<file path="src/rtl/priority_irq_ctrl_pkg.sv">
//----------------------------------------------------------------------------
// Module : priority_irq_ctrl_pkg
// Brief  : Shared types, sizes and rotation helpers for priority_irq_ctrl.
// Rev    : 1.0  initial release
//----------------------------------------------------------------------------
`default_nettype none

package priority_irq_ctrl_pkg;

  localparam int N_REQ = 8;
  localparam int IDX_W = $clog2(N_REQ);

  typedef enum logic [1:0] {
    IDLE = 2'd0,
    PEND = 2'd1,
    SVC  = 2'd2
  } state_t;

  // Rotate right: result[i] = v[(i + s) mod N_REQ].
  function automatic logic [N_REQ-1:0] rotr(input logic [N_REQ-1:0] v,
                                            input logic [IDX_W-1:0] s);
    logic [2*N_REQ-1:0] d;
    d = {v, v} >> s;
    return d[N_REQ-1:0];
  endfunction

  function automatic logic [N_REQ-1:0] bitrev(input logic [N_REQ-1:0] v);
    logic [N_REQ-1:0] r;
    for (int i = 0; i < N_REQ; i++) r[i] = v[N_REQ-1-i];
    return r;
  endfunction

endpackage

`default_nettype wire

</file>
<file path="src/rtl/priority_irq_ctrl_prio_enc8.sv">
//----------------------------------------------------------------------------
// Module : prio_enc8
// Brief  : 8-to-3 active-high priority encoder, highest set bit wins.
// Rev    : 1.0  initial release
//----------------------------------------------------------------------------
`default_nettype none

module prio_enc8
  import priority_irq_ctrl_pkg::*;
(
  input  logic [N_REQ-1:0] in,
  output logic [IDX_W-1:0] idx,
  output logic             valid
);

  always_comb begin
    idx   = '0;
    valid = |in;
    for (int i = 0; i < N_REQ; i++) begin
      if (in[i]) idx = IDX_W'(i);
    end
  end

endmodule

`default_nettype wire

</file>
<file path="src/rtl/priority_irq_ctrl.sv">
//----------------------------------------------------------------------------
// Module : priority_irq_ctrl
// Brief  : 8-source falling-edge interrupt controller with irq/ack/eoi
//          handshake. Optional macro ROUND_ROBIN_EN enables rotating priority.
// Rev    : 1.0  initial release
//----------------------------------------------------------------------------
`default_nettype none

module priority_irq_ctrl
  import priority_irq_ctrl_pkg::*;
(
  input  logic             clk,
  input  logic             rst_n,
  input  logic [N_REQ-1:0] req_n,
  input  logic             en_n,
  input  logic [N_REQ-1:0] mask,
  input  logic             ack,
  input  logic             eoi,
  output logic             irq,
  output logic [IDX_W-1:0] vec,
  output logic             gs_n,
  output logic             busy,
  output logic [N_REQ-1:0] pending
);

  state_t           state;
  logic [N_REQ-1:0] req_q;
  logic [N_REQ-1:0] cap;
  logic [N_REQ-1:0] clr;
  logic [N_REQ-1:0] avail;
  logic [N_REQ-1:0] enc_in;
  logic [IDX_W-1:0] enc_idx;
  logic             enc_valid;
  logic [IDX_W-1:0] grant;

  assign cap   = req_q & ~req_n & {N_REQ{~en_n}};
  assign clr   = (state == PEND && ack) ? ({{(N_REQ-1){1'b0}}, 1'b1} << vec) : '0;
  assign avail = pending & ~mask;

`ifdef ROUND_ROBIN_EN
  localparam logic [IDX_W-1:0] IDX_MAX = IDX_W'(N_REQ - 1);
  logic [IDX_W-1:0] rr_ptr;

  // rr_ptr sits at rotated bit 0 and is served first; the lowest set rotated
  // bit wins, which the reversal maps onto the highest-bit encoder.
  assign enc_in = bitrev(rotr(avail, rr_ptr));
  assign grant  = (IDX_MAX - enc_idx) + rr_ptr;
`else
  assign enc_in = avail;
  assign grant  = enc_idx;
`endif

  prio_enc8 u_enc (
    .in    (enc_in),
    .idx   (enc_idx),
    .valid (enc_valid)
  );

  always_ff @(posedge clk or negedge rst_n) begin
    if (!rst_n) begin
      req_q   <= '1;
      pending <= '0;
      gs_n    <= 1'b1;
      state   <= IDLE;
      irq     <= 1'b0;
      vec     <= '0;
      busy    <= 1'b0;
`ifdef ROUND_ROBIN_EN
      rr_ptr  <= '0;
`endif
    end else begin
      req_q   <= req_n;
      // A fresh capture on the bit being acked survives the clear.
      pending <= (pending & ~clr) | cap;
      gs_n    <= ~|avail;
      case (state)
        IDLE: begin
          if (!en_n && enc_valid) begin
            vec   <= grant;
            irq   <= 1'b1;
            state <= PEND;
          end
        end
        PEND: begin
          if (ack) begin
            irq   <= 1'b0;
            busy  <= 1'b1;
            state <= SVC;
`ifdef ROUND_ROBIN_EN
            rr_ptr <= vec + 1'b1;
`endif
          end else if (en_n) begin
            irq   <= 1'b0;
            state <= IDLE;
          end
        end
        SVC: begin
          if (eoi) begin
            busy  <= 1'b0;
            state <= IDLE;
          end
        end
        default: begin
          irq   <= 1'b0;
          busy  <= 1'b0;
          state <= IDLE;
        end
      endcase
    end
  end

endmodule

`default_nettype wire
</file>
<file path="config.mk">
export PLATFORM = sky130hd
export DESIGN_NAME = priority_irq_ctrl
export DESIGN_NICKNAME = d
export VERILOG_FILES = /design/src/rtl/priority_irq_ctrl_pkg.sv /design/src/rtl/priority_irq_ctrl_prio_enc8.sv /design/src/rtl/priority_irq_ctrl.sv
export SDC_FILE = /design/constraint.sdc
export NUM_CORES = 1
export LEC_CHECK = 0
export ABC_AREA = 1
export CAP_MARGIN = 10
export CORE_UTILIZATION = 44
export CTS_CLUSTER_DIAMETER = 100
export DETAILED_ROUTE_END_ITERATION = 12
export PLACE_DENSITY = 0.77
export SYNTH_ARGS = -nofsm -noshare
export SYNTH_HDL_FRONTEND = slang
export SYNTH_SLANG_ARGS = --single-unit
</file>
<file path="constraint.sdc">
create_clock -name clk -period 1.6 [get_ports clk]
set_input_delay 0.4 -clock clk [delete_from_list [all_inputs] [get_ports clk]]
set_output_delay 0.4 -clock clk [all_outputs]
set_load 0.005 [all_outputs]
</file>
==> flow_summary_export.csv <==
group,metric,value,unit
grt,grt-ovfl-total,0,
critical_path,cpPeakStageDelay,0.53,ns
die,start_util,47.6,%
die,die_area,2640,µm²
placed_design,place_area,1520,µm²
timing,fin_worst_skew,0.00320,ns
run,drv_cap,0,
clock_network,cts_buffers,3,
power_and_ir_drop,swShare,34.0,%
clock_network,cts_tree,"built",
final_layout,drive_above_1_share,28.2,%
placed_design,io_buffers,34,
worst_hold_path,min_path_type,"in2async",
logic_synthesis,yosys_warnings,0,
final_layout,nets,196,
power_and_ir_drop,seqPwrFrac,35.8,%
logic_synthesis,syn_nets,136,
critical_path,cp_num_buf_inv,1,
clock_network,holdBufCountCts,0,
clock_network,clk_pin_slew,0.13,ns
final_layout,n_antenna_cell,0,
timing,maxSlewHeadroom,80.0,%
logic_synthesis,synthCells,115,
timing,fmax,0.680,GHz
logic_synthesis,ys_types,18,
critical_path,crit_required,1.20,ns
final_layout,area_delta_synth_final,55.1,%
timing,report.final.slew_viol_count,0,
clock_network,clkLatencyLatePin,0.32,ns
die,io_pins,35,
grt,grt_pass1_vias,993,
clock_network,clock_sinks,24,
detailed_routing,drt_iter0_markers,26,
die,dieWidth,51.4,µm
die,rows,17,
timing,post-route-min-period,1.47,ns
final_layout,multiInputGateArea,400,µm²
detailed_routing,vias,1016,
placed_design,gp_congestion,0.844,
clock_network,clk_path_buf_depth,2,
power_and_ir_drop,p_comb_share,46.8,%
timing,setup_viol,0,
critical_path,cp_max_fo,1,
timing,period_share,92.0,%
die,die-height,51.4,µm
final_layout,final_common_cell,"nand2_1",
logic_synthesis,synth_seq_cells,24,
power_and_ir_drop,p_leak,0.822,nW
detailed_routing,dr.pass1.iters,4,
critical_path,cpMaxStageDelayCell,"dfstp_2",
final_layout,design_area,1660,µm²
critical_path,worstSetupPathType,"reg2out",
grt,grt_pass1_wl,4300,µm
power_and_ir_drop,pwr-share-clk,17.4,%
logic_synthesis,synth.avg_cell_area,9.32,µm²
detailed_routing,wirelength,2750,µm
power_and_ir_drop,vdd_ir_drop_max,1.05,mV
timing,rsz0062_at_grt,"no",
clock_network,htreeDepth,1,
power_and_ir_drop,netSwitchingPower,0.847,mW
final_layout,fill_cells,171,
power_and_ir_drop,intPower,1.64,mW
timing,final_hold_viol_count,0,
power_and_ir_drop,powerDensity,1500,nW/µm²
grt,antenna_found_initial,0,
critical_path,path_cells,"dlygate4sd2_1",
clock_network,cts_root_buf,"clkbuf_4",
die,coreArea,2250,µm²
detailed_routing,ant_nets,0,
critical_path,crit_family,"flip-flops",
timing,worst-slew-pin-transition,0.299,ns
placed_design,place_hpwl,1910,µm
final_layout,final_util,73.8,%
critical_path,startpoint_type,"register",
detailed_routing,drc,0,
final_layout,seqCellArea,612,µm²
detailed_routing,wl_per_cell,13.6,µm
logic_synthesis,syn_area,1070,µm²
logic_synthesis,yosysSeqAreaShare,57.1,%
grt,grt_max_degree,25,
status,status,"complete, no violations",
critical_path,crit_arrival,1.07,ns
grt,grt_use_total,22.5,%
detailed_routing,routed_via_density,5.03,
critical_path,critPathCaptureType,"primary output",
final_layout,final_cell_mix,"35 x nand2_1, 21 x buf_4, 20 x clkdlybuf4s50_1",
-- sequential cells by signal, indices dropped and copies added (netlist names) --
name,count
busy,1
gs_n,1
irq,1
pending,8
req_q,8
state,2
vec,3
-- logic make-up (layout without fill, tap and decap cells) --
group	after synthesis	count (layout)	share of synthesized area (%)
buf+inv	16	75	5.60
flops	24	24	57.1
compound gates	21	21	11.8
simple gates	54	54	25.6
-- cell type report --
type,instances,share of cell area [%]
Inverter,16,3.61
Multi-Input combinational cell,75,24.1
Timing Repair Buffer,55,30.2
Clock buffer,3,1.35
Tap cell,28,2.11
Sequential cell,24,36.8
Clock inverter,1,1.81
-- cells in the mapped netlist, drive strengths merged --
master  count  share of area, %
nand3       3               3.7
nor2        5               3.4
dfrtp      15                35
or2         1              0.58
nor3        2              0.93
a21oi       1              0.47
o31ai       8               5.6
dfstp       9                22
a31oi       1              0.58
inv        16               5.6
o21ai      11               5.1
nand2      43                17
-- per-layer routing --
metal  wire [µm]  track usage, %  vias to the layer above  share of wire [%]
li1            -               -                      491                  -
met1        1070            24.0                      483                 39
met2        1480            42.2                       36                 54
met3         148            6.25                        6                5.4
met4          47            6.76                        0                1.7
met5           0               0                        -                  0
-- final timing paths --
kind	start	endpoint	slack, ns	cells after the start
setup / recovery	gs_n	gs_n	0.13	1
setup reg to reg	pending[7]	state[0]	0.15	9
min in group clk	irq	irq	0.48	2
max in group asynchronous	rst_n	req_q[7]	0.90	2
hold / removal	rst_n	pending[1]	0.42	2
hold reg to reg	irq	irq	0.48	2
-- repair_timing --
| action | CTS | global route |
|---|---|---|
| setup endpoints to repair | 12 | 6 |
| resized for setup | 8 | 6 |
| setup buffers | 10 | 2 |
-- power by group through the flow --
stage | combinational [mW] | clock, mW | sequential (mW)
2_1_floorplan | 0.397 | 0 | 0.963
3_3_place_gp | 0.928 | 0 | 0.960
3_5_place_dp | 0.957 | 0 | 0.968
4_1_cts | 1.14 | 0.445 | 0.893
5_1_grt | 1.27 | 0.466 | 0.908
6_report | 1.17 | 0.434 | 0.893
-- through the flow --
stage	std cells	hold slack, ns	TNS [ns]	power, mW	setup WS [ns]
after floorplan	115	0.104	0	1.36	0.435
after global placement	186	0.461	-0.0968	1.89	-0.0495
after detailed placement	186	0.461	-0.271	1.92	-0.110
after CTS	200	0.423	0	2.47	0.000528
after global routing	202	0.440	0	2.65	0.0769
final	202	0.418	0	2.49	0.129
No activity file was read; power rests on OpenSTA's default activity.
